--- src/rtl/piso_bit_serializer.sv ---
// Parallel-in / serial-out bit serializer feeding the serial sequence detector.
// It accepts a word over a valid/ready handshake and emits it one bit per clock on x.
// x_valid qualifies each bit, and done marks the final bit of each word.
// Between words, x idles at IDLE_BIT for GAP cycles.
// Optional feature macro SER_PARITY_EN adds one even-parity bit after the data bits.
module piso_bit_serializer #(
  parameter int unsigned WIDTH     = 8,
  parameter bit          MSB_FIRST = 1'b1,
  parameter logic        IDLE_BIT  = 1'b1,
  parameter int unsigned GAP       = 1
) (
  input  logic             clk,
  input  logic             rst,
  input  logic [WIDTH-1:0] din,
  input  logic             din_valid,
  output logic             din_ready,
  output logic             x,
  output logic             x_valid,
  output logic             busy,
  output logic             done
);

`ifdef SER_PARITY_EN
  localparam int unsigned PAR_BITS = 1;
`else
  localparam int unsigned PAR_BITS = 0;
`endif
  // Total bits on the line per word, including parity when enabled.
  localparam int unsigned LAST     = WIDTH + PAR_BITS;
  localparam int unsigned CNT_W    = $clog2(LAST + 1);
  localparam logic [CNT_W-1:0] LAST_CNT = CNT_W'(LAST);
  localparam logic [3:0] GAP_LOAD  = (GAP > 0) ? 4'(GAP - 1) : 4'd0;

  typedef enum logic [1:0] {S_IDLE, S_SHIFT, S_GAP} state_t;

  state_t           r_state;
  logic [WIDTH-1:0] r_sr;
  logic [CNT_W-1:0] r_cnt;
  logic [3:0]       r_gap;
  logic             r_x;
  logic             r_xv;
  logic             r_done;
  logic             r_busy;
`ifdef SER_PARITY_EN
  logic             r_par;
`endif

  logic             w_last;
  logic             w_ready;
  logic             w_accept;
  logic             w_load_bit;
  logic [WIDTH-1:0] w_load_sr;
  logic             w_next_bit;
  logic [WIDTH-1:0] w_next_sr;
  logic [CNT_W-1:0] w_cnt_inc;

  // Handshake and shift-path decode.
  // The last-bit cycle can accept a new word only when no gap is configured.
  always_comb begin
    w_last     = (r_state == S_SHIFT) && (r_cnt == LAST_CNT);
    w_ready    = rst && ((r_state == S_IDLE) || (w_last && (GAP == 0)));
    w_accept   = din_valid && w_ready;
    w_load_bit = MSB_FIRST ? din[WIDTH-1] : din[0];
    w_load_sr  = MSB_FIRST ? (din << 1) : (din >> 1);
    w_next_sr  = MSB_FIRST ? (r_sr << 1) : (r_sr >> 1);
    w_cnt_inc  = r_cnt + 1'b1;
`ifdef SER_PARITY_EN
    // After all data bits have been shifted out, the parity bit goes on the line.
    if (r_cnt == CNT_W'(WIDTH)) w_next_bit = r_par;
    else                        w_next_bit = MSB_FIRST ? r_sr[WIDTH-1] : r_sr[0];
`else
    w_next_bit = MSB_FIRST ? r_sr[WIDTH-1] : r_sr[0];
`endif
  end

  // Serializer FSM with registered line outputs.
  always_ff @(posedge clk or negedge rst) begin
    if (!rst) begin
      r_state <= S_IDLE;
      r_sr    <= '0;
      r_cnt   <= '0;
      r_gap   <= '0;
      r_x     <= IDLE_BIT;
      r_xv    <= 1'b0;
      r_done  <= 1'b0;
      r_busy  <= 1'b0;
`ifdef SER_PARITY_EN
      r_par   <= 1'b0;
`endif
    end else if (w_accept) begin
      // Load from IDLE, or back-to-back on the last bit when GAP is 0.
      r_state <= S_SHIFT;
      r_sr    <= w_load_sr;
      r_cnt   <= CNT_W'(1);
      r_x     <= w_load_bit;
      r_xv    <= 1'b1;
      r_done  <= 1'b0;
      r_busy  <= 1'b1;
`ifdef SER_PARITY_EN
      r_par   <= ^din;
`endif
    end else begin
      unique case (r_state)
        S_SHIFT: begin
          if (!w_last) begin
            r_x    <= w_next_bit;
            r_sr   <= w_next_sr;
            r_cnt  <= w_cnt_inc;
            r_done <= (w_cnt_inc == LAST_CNT);
          end else begin
            r_x    <= IDLE_BIT;
            r_xv   <= 1'b0;
            r_done <= 1'b0;
            r_cnt  <= '0;
            if (GAP == 0) begin
              r_state <= S_IDLE;
              r_busy  <= 1'b0;
            end else begin
              r_state <= S_GAP;
              r_gap   <= GAP_LOAD;
            end
          end
        end
        S_GAP: begin
          if (r_gap == 4'd0) begin
            r_state <= S_IDLE;
            r_busy  <= 1'b0;
          end else begin
            r_gap <= r_gap - 4'd1;
          end
        end
        default: begin
          r_state <= S_IDLE;
        end
      endcase
    end
  end

  assign din_ready = w_ready;
  assign x         = r_x;
  assign x_valid   = r_xv;
  assign busy      = r_busy;
  assign done      = r_done;

endmodule

--- config.mk ---
export PLATFORM = sky130hd
export DESIGN_NAME = piso_bit_serializer
export DESIGN_NICKNAME = d
export VERILOG_FILES = /design/src/rtl/piso_bit_serializer.sv
export SDC_FILE = /design/constraint.sdc
export NUM_CORES = 1
export LEC_CHECK = 0
export ABC_AREA = 0
export BUFFER_PORTS_ARGS = -buffer_cell sky130_fd_sc_hd__buf_4
export CAP_MARGIN = 10
export CORE_MARGIN = 2
export CORE_UTILIZATION = 58
export DETAILED_ROUTE_END_ITERATION = 8
export HOLD_SLACK_MARGIN = 0.02
export PLACE_DENSITY = 0.81
export SETUP_SLACK_MARGIN = 0.05
export SLEW_MARGIN = 20
export SYNTH_ARGS = -nofsm -noshare
export SYNTH_HDL_FRONTEND = slang
export SYNTH_SLANG_ARGS = --single-unit
--- constraint.sdc ---
create_clock -name clk -period 2 [get_ports clk]
set_input_delay 0.6 -clock clk [delete_from_list [all_inputs] [get_ports clk]]
set_output_delay 0.6 -clock clk [all_outputs]
set_load 0.1 [all_outputs]
**Word level (Yosys, flattened, before mapping)**

Cells that the tools add are included.

- Add/subtract/negate cells: 2
- Muxes and demuxes: 25
- Reductions and logical operators: 15
- Eq/ne operators: 9
- Bitwise logic cells: 1

Operators with widths:

| operator | count |
|---|---|
| 8-bit 2-to-1 mux | 3 |
| 4-bit 2-to-1 mux | 5 |
| 1-bit 2-to-1 mux | 12 |
| 2-bit nonzero test | 5 |
| 4-bit equality test (second input constant) | 2 |
| 4-bit case mux with 2 select lines | 1 |
| 2-bit AND reduction | 4 |
| 2-bit 2-to-1 mux | 3 |
| 3-bit inequality test (second input constant) | 2 |
| 4-bit by 1-bit adder with 4-bit output (second input constant) | 1 |
| 4-bit zero test | 1 |
| 2-bit inequality test (second input constant) | 2 |
| 2-bit case mux with 2 select lines | 1 |
| 4-bit AND reduction | 1 |
| 4-bit by 1-bit subtractor with 4-bit output (second input constant) | 1 |
| 1-bit logical AND | 3 |
| 2-bit by 1-bit equality test with 1-bit output (second input constant) | 1 |
| 2-bit equality test (second input constant) | 1 |
| 2-bit zero test | 1 |
| 2-bit by 1-bit inequality test with 1-bit output (second input constant) | 1 |
| 1-bit NOT | 1 |

- Bits of input ports: 11
- Logic and storage cells: 60
- Output and inout port bits: 5
- Register bits after elaboration: 22

**Depth between registers and ports, before layout**

Gate-level depths: netlist (run 1).

- Word-level depth: 5
- Depth in mapped cells: 5
- Mapped depth without buffers: 5

**Least setup slack after synthesis (run 1)**

No wires, ideal clock.

- Path kind: input to output
- From: in rst
- To: out din_ready
- Buffers on the path: 0
- Data arrival time: 2.833 ns
- Setup slack: -1.433 ns
- Stages on the path: 1
- Cells stage by stage: nor3b_1

- Longest elaborated chain between the ends: 1

RTL lines:

| item | line | source |
|---|---|---|
| start, declared | 13 | `input logic rst,` |
| 1-bit logical AND | 61 | `w_ready = rst && ((r_state == S_IDLE) \|\| (w_last && (GAP == 0)));` |
| end, declared | 16 | `output logic din_ready,` |

Every way passes these cells.

**Final worst setup path (run 1)**

- From: reg r_state[0]
- To: out din_ready

- Longest elaborated chain between the ends: 2

RTL lines:

| item | line | source |
|---|---|---|
| start, declared | 36 | `state_t r_state;` |
| start signal, assigned | 79 | `r_state <= S_IDLE;` |
| start signal, assigned | 92 | `r_state <= S_SHIFT;` |
| start signal, assigned | 116 | `r_state <= S_IDLE;` |
| 2-bit zero test | 61 |  |
| 1-bit logical AND | 61 |  |

Every way passes these cells.

==> metrics.txt, run 1 <==
# TYPE chip_impl_metric gauge
chip_impl_metric{name="power.leakage",unit="nW"} 0.575
chip_impl_info{name="worstSetupPathType",value="reg -> out"} 1
chip_impl_metric{name="cts_hold_buf",unit=""} 0
chip_impl_metric{name="synthToLayoutAreaGrowth",unit="%"} 17.5
chip_impl_metric{name="cts_max_level",unit=""} 1
chip_impl_metric{name="clock_skew",unit="ns"} 0.00735
chip_impl_metric{name="hold_viol",unit=""} 0
chip_impl_metric{name="clk_latency",unit="ns"} 0.29
chip_impl_metric{name="die_x",unit="um"} 46.7
chip_impl_info{name="yosys-top-cells-area",value="sky130_fd_sc_hd__dfrtp_1 47%, sky130_fd_sc_hd__a221o_1 5.7%, sky130_fd_sc_hd__ha_1 4.7%"} 1
chip_impl_metric{name="synth_cells",unit=""} 100
chip_impl_metric{name="power_density",unit="nW/um^2"} 1370
chip_impl_metric{name="io_pins",unit=""} 16
chip_impl_metric{name="dp_slack",unit="ns"} 0.193
chip_impl_metric{name="final_core_util",unit="%"} 72.1
chip_impl_metric{name="synth_seq_area_share",unit="%"} 49.7
chip_impl_metric{name="clockBufferDepth",unit=""} 2
chip_impl_metric{name="critPathArrivalTime",unit="ns"} 1.28
chip_impl_metric{name="timing.critical_path.required",unit="ns"} 1.40
chip_impl_metric{name="fin_crit",unit="ns"} 1.88
chip_impl_metric{name="finalWeightedCongestion",unit=""} 0.847
chip_impl_info{name="outcome",value="finished clean"} 1
chip_impl_metric{name="postRouteAntennaNets",unit=""} 0
chip_impl_metric{name="p_sw",unit="mW"} 0.786
chip_impl_info{name="timing.critical_path.from_type",value="flop"} 1
chip_impl_metric{name="setup_total_negative_slack",unit="ns"} 0
chip_impl_info{name="worst_setup_path_end_kind",value="output port"} 1
chip_impl_metric{name="clock_power_share",unit="%"} 11.5
chip_impl_metric{name="min_period_over_period",unit="%"} 93.9
chip_impl_metric{name="dr.pass1.iters",unit=""} 4
chip_impl_metric{name="nets",unit=""} 135
chip_impl_metric{name="area_share_of_the_leading_cell_type_in_the_synthesized_netlist",unit="%"} 47.2
chip_impl_metric{name="clk_pin_slew_worst_paths",unit="ns"} 0.11
chip_impl_metric{name="postLayoutCellArea",unit="sq um"} 1240
chip_impl_metric{name="die_y",unit="um"} 46.7
chip_impl_metric{name="cellInternalPower",unit="mW"} 0.926
chip_impl_info{name="synth_ff_type",value="sky130_fd_sc_hd__dfrtp_1"} 1
chip_impl_metric{name="comb_power_share",unit="%"} 48.0
chip_impl_metric{name="dpl_cell_area",unit="sq um"} 1210
chip_impl_info{name="cts-root-buf",value="sky130_fd_sc_hd__clkbuf_4"} 1
chip_impl_metric{name="drc",unit=""} 0
chip_impl_metric{name="tritoncts_buffer_count",unit=""} 3
chip_impl_metric{name="sum_of_net_half_perimeters_after_detailed_placement",unit="um"} 1480
chip_impl_metric{name="route.detailed.wl_per_inst",unit="um"} 13.5
chip_impl_metric{name="gates_resized_cts_repair",unit=""} 1
chip_impl_metric{name="drive_gt1_share",unit="%"} 22.7
chip_impl_metric{name="biggest_fanout_along_the_worst_timing_path",unit=""} 8
chip_impl_metric{name="grt_first_pass_wirelength",unit="um"} 3250
chip_impl_metric{name="finalWirelength",unit="um"} 1940
chip_impl_info{name="tritoncts",value="yes"} 1
chip_impl_metric{name="timing.fmax",unit="GHz"} 0.533
chip_impl_metric{name="synth_edf_count",unit=""} 0
chip_impl_metric{name="grt_antenna_before_repair",unit=""} 0
chip_impl_metric{name="dr.first_iter.drc_count",unit=""} 38
chip_impl_metric{name="insertedDiodeCount",unit=""} 0
chip_impl_metric{name="max_slew_margin",unit="%"} 75.8
chip_impl_metric{name="synth_area_per_cell",unit="sq um"} 10.6
chip_impl_info{name="setup_repair_after_global_routing_missed_its_margin",value="false"} 1
chip_impl_metric{name="power.share.switching",unit="%"} 45.9
chip_impl_metric{name="timing.max_cap.violations",unit=""} 0
chip_impl_metric{name="core",unit="sq um"} 1730
chip_impl_info{name="hp-class",value="in -> async"} 1
chip_impl_metric{name="final_critical_path_setup_slack",unit="ns"} 0.122
chip_impl_metric{name="post_place_cells",unit=""} 140
chip_impl_metric{name="ys_seq_elements",unit=""} 21
chip_impl_metric{name="cts_setup_buffers",unit=""} 0
chip_impl_metric{name="post_synth_num_cell_types",unit=""} 37
chip_impl_metric{name="synthesized_nets",unit=""} 115
chip_impl_metric{name="vias",unit=""} 807
chip_impl_metric{name="irDropWorstVdd",unit="uV"} 1320
chip_impl_metric{name="cts_num_sinks",unit=""} 21
chip_impl_metric{name="async_reset_ff_share",unit="%"} 100
chip_impl_metric{name="grt_max_degree",unit=""} 15
chip_impl_metric{name="full_die_area",unit="sq um"} 2190
chip_impl_metric{name="synthesis.area",unit="sq um"} 1060
chip_impl_metric{name="ys.warnings.count",unit=""} 0
chip_impl_metric{name="initial_utilization",unit="%"} 61.4
chip_impl_metric{name="sequentialPowerShare",unit="%"} 40.5
chip_impl_metric{name="grtUsageTotal",unit="%"} 21.2
chip_impl_metric{name="first_global_vias",unit=""} 759
chip_impl_metric{name="route.detailed.vias_per_inst",unit=""} 5.60
chip_impl_metric{name="grt_remaining_overflow",unit=""} 0
chip_impl_metric{name="worst-slew-pin-transition",unit="ns"} 0.362
chip_impl_metric{name="io_buffers",unit=""} 15
chip_impl_metric{name="timing.final.max_slew_violations",unit=""} 0
chip_impl_metric{name="layoutNonFillerInstCount",unit=""} 144
chip_impl_info{name="dominant_cell_type_by_area_after_synthesis",value="sky130_fd_sc_hd__dfrtp_1"} 1
chip_impl_metric{name="setup_viol",unit=""} 0
chip_impl_metric{name="num_rows",unit=""} 15
-- cell type report --
| cell class | instances | area [sq um] |
|---|---|---|
| Inverter | 6 | 22.5 |
| Sequential cell | 21 | 528 |
| Timing Repair Buffer | 17 | 131 |
| Fill cell | 137 | 482 |
| Tap cell | 25 | 31.3 |
| Clock buffer | 4 | 26.3 |
| Multi-Input combinational cell | 71 | 505 |
-- through the flow --
stage               power (mW)  hold WS (ns)
finish                    1.71         0.211
floorplan                 1.33         0.304
CTS                       1.72         0.211
global route              1.83         0.209
global placement          1.50         0.468
detailed placement        1.52         0.475
-- layer usage --
metal | global-route usage, % | part of all wire [%] | vias up
met5 | 0 | 0 | -
met2 | 35.0 | 48 | 16
li1 | - | - | 402
met4 | 7.78 | 0.62 | 0
met1 | 28.6 | 48 | 387
met3 | 3.46 | 3.1 | 2
-- path summary, 6_finish.rpt --
path | endpoint | cells past startpoint | from | slack [ns]
min in group clk | x$_DFFE_PN1P_ | 2 | x$_DFFE_PN1P_ | 0.50
hold / removal | r_gap[3]$_DFFE_PN0P_ | 2 | rst | 0.21
setup / recovery | din_ready | 2 | r_state[0]$_DFFE_PN0P_ | 0.12
max in group asynchronous | x$_DFFE_PN1P_ | 2 | rst | 1.52
hold reg to reg | x$_DFFE_PN1P_ | 2 | x$_DFFE_PN1P_ | 0.50
setup reg to reg | r_sr[5]$_DFFE_PN0P_ | 5 | r_cnt[0]$_DFFE_PN0P_ | 0.38
-- cells in the final DEF (no fill, tap or decap), types with 2 or more instances in the layout --
cell type and count:
sky130_fd_sc_hd__a21o_1 2, sky130_fd_sc_hd__a21oi_1 2, sky130_fd_sc_hd__a221o_1 6, sky130_fd_sc_hd__and2_0 5, sky130_fd_sc_hd__and2_1 2, sky130_fd_sc_hd__buf_4 16
sky130_fd_sc_hd__clkbuf_4 3, sky130_fd_sc_hd__dfrtp_1 19, sky130_fd_sc_hd__ha_1 4, sky130_fd_sc_hd__inv_1 6, sky130_fd_sc_hd__nand2_1 9, sky130_fd_sc_hd__nand2b_1 2
sky130_fd_sc_hd__nand3_1 4, sky130_fd_sc_hd__nor3b_1 2, sky130_fd_sc_hd__o211ai_1 3, sky130_fd_sc_hd__o21ai_0 9
-- sequential cells by signal, summed over array words and instances, names as in the netlist --
register / cells
r_state: 2
busy: 1
r_gap: 4
done: 1
r_sr: 7
x: 1
r_cnt: 4
x_valid: 1
-- worst max-delay path: stages, from the launching register on --
cell and delay [ns]:
sky130_fd_sc_hd__dfrtp_1 0.48, sky130_fd_sc_hd__nor3b_4 0.25, sky130_fd_sc_hd__buf_6 0.25
-- cell families (layout without fill, tap and decap cells) --
family	count (synthesis)	in the layout	share of synthesized area, %
buf+inv	8	27	3.66
compound gates	28	28	18.5
fa+ha+maj	4	4	4.72
mux	1	1	0.945
flops	21	21	49.7
simple gates	36	36	20.8
xor+xnor	2	2	1.65
-- synth_stat cells (2+ instances only) --
cell,count
sky130_fd_sc_hd__dfrtp_1,20
sky130_fd_sc_hd__nand2_1,9
sky130_fd_sc_hd__o21ai_0,9
sky130_fd_sc_hd__a221o_1,6
sky130_fd_sc_hd__inv_1,6
sky130_fd_sc_hd__and2_0,5
sky130_fd_sc_hd__ha_1,4
sky130_fd_sc_hd__nand3_1,4
sky130_fd_sc_hd__nor3b_1,3
sky130_fd_sc_hd__o211ai_1,3
sky130_fd_sc_hd__a21o_1,2
sky130_fd_sc_hd__a21oi_1,2
sky130_fd_sc_hd__and2_1,2
sky130_fd_sc_hd__nand2b_1,2
-- power by group through the flow --
stage,Combinational [mW],Sequential [mW],Clock [mW]
floorplan,0.450,0.879,0
global placement,0.803,0.694,0
detailed placement,0.824,0.695,0
CTS,0.829,0.691,0.198
global route,0.897,0.712,0.219
finish,0.822,0.693,0.197
Power figures use the tool's default switching activity.
==> run 2: changes to the inputs <==
--- a/config.mk
+++ b/config.mk
@@ -9,10 +9,10 @@
 export BUFFER_PORTS_ARGS = -buffer_cell sky130_fd_sc_hd__buf_4
 export CAP_MARGIN = 10
 export CORE_MARGIN = 2
-export CORE_UTILIZATION = 58
+export CORE_UTILIZATION = 54
 export DETAILED_ROUTE_END_ITERATION = 8
 export HOLD_SLACK_MARGIN = 0.02
-export PLACE_DENSITY = 0.81
+export PLACE_DENSITY = 0.76
 export SETUP_SLACK_MARGIN = 0.05
 export SLEW_MARGIN = 20
 export SYNTH_ARGS = -nofsm -noshare
==> constraint.sdc (replaced) <==
create_clock -name clk -period 2.3 [get_ports clk]
set_input_delay 0.69 -clock clk [delete_from_list [all_inputs] [get_ports clk]]
set_output_delay 0.69 -clock clk [all_outputs]
set_load 0.1 [all_outputs]
==> run 2 against run 1 <==
Compared with the run above: cell count is 0.69% higher; total power is 14% lower; critical path depth stayed put; setup slack better by 0.13 ns; critical path type unchanged; critical endpoint unchanged; highest routed layer unchanged.
==> metrics.txt, run 2 (synthesis gave the netlist of run 1 again) <==
# TYPE chip_impl_metric gauge
chip_impl_metric{name="route.met3.wl",unit="um"} 105
chip_impl_metric{name="drc",unit=""} 0
chip_impl_metric{name="power.leakage",unit="nW"} 0.571
chip_impl_metric{name="num_rows",unit=""} 16
chip_impl_info{name="top_layer",value="met4"} 1
chip_impl_metric{name="irDropWorstVdd",unit="uV"} 624
chip_impl_metric{name="timing.critical_path.required",unit="ns"} 1.61
chip_impl_info{name="tritoncts",value="yes"} 1
chip_impl_metric{name="full_die_area",unit="sq um"} 2330
chip_impl_info{name="endpoint",value="din_ready"} 1
chip_impl_metric{name="cts_max_level",unit=""} 1
chip_impl_metric{name="power_density",unit="nW/um^2"} 1200
chip_impl_metric{name="clockBufferDepth",unit=""} 2
chip_impl_metric{name="routed-wl-met2",unit="um"} 930
chip_impl_metric{name="worst-slew-pin-transition",unit="ns"} 0.395
chip_impl_metric{name="finalWirelength",unit="um"} 1930
chip_impl_metric{name="grt_remaining_overflow",unit=""} 0
chip_impl_metric{name="clock_skew",unit="ns"} 0.00595
chip_impl_metric{name="max_slew_margin",unit="%"} 73.6
chip_impl_metric{name="tritoncts_buffer_count",unit=""} 3
chip_impl_metric{name="die_x",unit="um"} 48.3
chip_impl_metric{name="grt_antenna_before_repair",unit=""} 0
chip_impl_info{name="outcome",value="finished clean"} 1
chip_impl_metric{name="cts_num_sinks",unit=""} 21
chip_impl_metric{name="synthToLayoutAreaGrowth",unit="%"} 16.5
chip_impl_info{name="layout_commonest_cell",value="sky130_fd_sc_hd__dfrtp_1"} 1
chip_impl_metric{name="io_pins",unit=""} 16
chip_impl_metric{name="fin_crit",unit="ns"} 2.05
chip_impl_metric{name="timing.final.max_slew_violations",unit=""} 0
chip_impl_metric{name="grt_first_pass_wirelength",unit="um"} 3440
chip_impl_info{name="top_library_cells_by_usage_in_the_layout_fill_and_taps_aside",value="20 x sky130_fd_sc_hd__dfrtp_1, 16 x sky130_fd_sc_hd__buf_4, 9 x sky130_fd_sc_hd__nand2_1, 9 x sky130_fd_sc_hd__o21ai_0"} 1
chip_impl_metric{name="clk_pin_slew_worst_paths",unit="ns"} 0.11
chip_impl_metric{name="sum_of_net_half_perimeters_after_detailed_placement",unit="um"} 1440
chip_impl_metric{name="drive_gt1_share",unit="%"} 21.2
chip_impl_metric{name="route.detailed.wl_per_inst",unit="um"} 13.3
chip_impl_metric{name="cts_setup_buffers",unit=""} 0
chip_impl_metric{name="critPathArrivalTime",unit="ns"} 1.36
chip_impl_metric{name="dr.pass1.iters",unit=""} 4
chip_impl_metric{name="timing.max_cap.violations",unit=""} 0
chip_impl_metric{name="gates_resized_cts_repair",unit=""} 0
chip_impl_metric{name="length_of_routed_wiring_on_met1",unit="um"} 854
chip_impl_metric{name="insertedDiodeCount",unit=""} 0
chip_impl_metric{name="nets",unit=""} 134
chip_impl_metric{name="io_buffers",unit=""} 15
chip_impl_metric{name="dr.first_iter.drc_count",unit=""} 30
chip_impl_metric{name="initial_utilization",unit="%"} 55.7
chip_impl_metric{name="finalWeightedCongestion",unit=""} 0.818
chip_impl_metric{name="timing.reg2reg.setup_slack",unit="ns"} 0.67
chip_impl_info{name="crit-reg2reg-capture",value="r_sr[2]$_DFFE_PN0P_"} 1
chip_impl_info{name="registers.top_by_ff_count",value="r_sr"} 1
chip_impl_metric{name="postRouteAntennaNets",unit=""} 0
chip_impl_info{name="hp-class",value="in -> async"} 1
chip_impl_metric{name="route.detailed.vias_per_inst",unit=""} 5.62
chip_impl_metric{name="min_period_over_period",unit="%"} 89.1
chip_impl_metric{name="grtUsageTotal",unit="%"} 18.6
chip_impl_metric{name="setup_viol",unit=""} 0
chip_impl_metric{name="grt_max_degree",unit=""} 23
chip_impl_metric{name="hold_viol",unit=""} 0
chip_impl_metric{name="cts_hold_buf",unit=""} 0
chip_impl_info{name="rr_startpoint",value="r_cnt[0]$_DFFE_PN0P_"} 1
chip_impl_info{name="top_regs",value="r_sr (7), r_cnt (4), r_gap (4)"} 1
chip_impl_metric{name="die_y",unit="um"} 48.3
chip_impl_info{name="setup_repair_after_global_routing_missed_its_margin",value="false"} 1
chip_impl_metric{name="finalPower",unit="mW"} 1.48
chip_impl_metric{name="core",unit="sq um"} 1900
chip_impl_info{name="worstSetupPathType",value="reg -> out"} 1
chip_impl_metric{name="timing.reg2reg.worst_path_depth",unit=""} 5
chip_impl_info{name="cts-root-buf",value="sky130_fd_sc_hd__clkbuf_4"} 1
chip_impl_metric{name="vias",unit=""} 815
chip_impl_metric{name="biggest_fanout_along_the_worst_timing_path",unit=""} 11
chip_impl_metric{name="clk_latency",unit="ns"} 0.30
chip_impl_metric{name="timing.fmax",unit="GHz"} 0.488
chip_impl_metric{name="setup_total_negative_slack",unit="ns"} 0
chip_impl_info{name="crit_startpoint",value="r_state[1]$_DFFE_PN0P_"} 1
chip_impl_info{name="timing.critical_path.from_type",value="flop"} 1
chip_impl_metric{name="largest_reg_flops",unit=""} 7
chip_impl_info{name="worst_setup_path_end_kind",value="output port"} 1
chip_impl_metric{name="first_global_vias",unit=""} 816
run 2: changes by cell type in the layout (fill, tap and decap cells not counted):
| cell | delta |
|---|---|
| sky130_fd_sc_hd__buf_6 | -1 |
| sky130_fd_sc_hd__dfrtp_1 | +1 |
| sky130_fd_sc_hd__dfrtp_2 | -1 |
run 2: where the power goes:
group / internal [mW] / switching (mW) / leakage [nW] / total (mW)
clock: 0.0677 / 0.106 / 0.0150 / 0.174
combinational: 0.241 / 0.465 / 0.290 / 0.706
sequential: 0.490 / 0.110 / 0.266 / 0.600
total: 0.799 / 0.681 / 0.571 / 1.48
run 2: worst min-delay path by stage:
stage / cells past startpoint / endpoint / slack (ns)
global route: 2 / r_cnt[0]$_DFFE_PN0P_ / 0.37
floorplan: 0 / busy$_DFFE_PN0P_ / 0.39
global placement: 1 / busy$_DFFE_PN0P_ / 0.46
finish: 2 / r_cnt[2]$_DFFE_PN0P_ / 0.35
detailed placement: 1 / x_valid$_DFFE_PN0P_ / 0.47
CTS: 2 / r_cnt[0]$_DFFE_PN0P_ / 0.36
run 2: cell type report:
cell class	instances	area, sq um
Fill cell	157	667
Sequential cell	21	527
Multi-Input combinational cell	71	505
Timing Repair Buffer	16	120
Tap cell	27	33.8
Clock buffer	4	26.3
Inverter	6	22.5
run 2: worst max-delay path: stages, from the launching register on:
cell and delay [ns]:
sky130_fd_sc_hd__dfrtp_1 0.52, sky130_fd_sc_hd__nor3b_4 0.23, sky130_fd_sc_hd__buf_4 0.32
run 2: through the flow:
step | cells | hold slack (ns) | setup WS (ns) | util (%) | area [sq um]
after CTS | 145 | 0.359 | 0.249 | 64.9 | 1230
final | 145 | 0.353 | 0.252 | 64.9 | 1230
after global routing | 145 | 0.369 | 0.163 | 64.9 | 1230
after detailed placement | 141 | 0.471 | 0.331 | 63.6 | 1210
after floorplan | 100 | 0.394 | 0.0756 | - | 1070
after global placement | 141 | 0.462 | 0.334 | 63.6 | 1210
run 2: routing by layer:
metal / up-vias / track usage (%)
met1: 383 / 24.2
met2: 30 / 30.8
met4: 0 / 9.52
li1: 397 / -
met3: 5 / 2.16
met5: - / 0
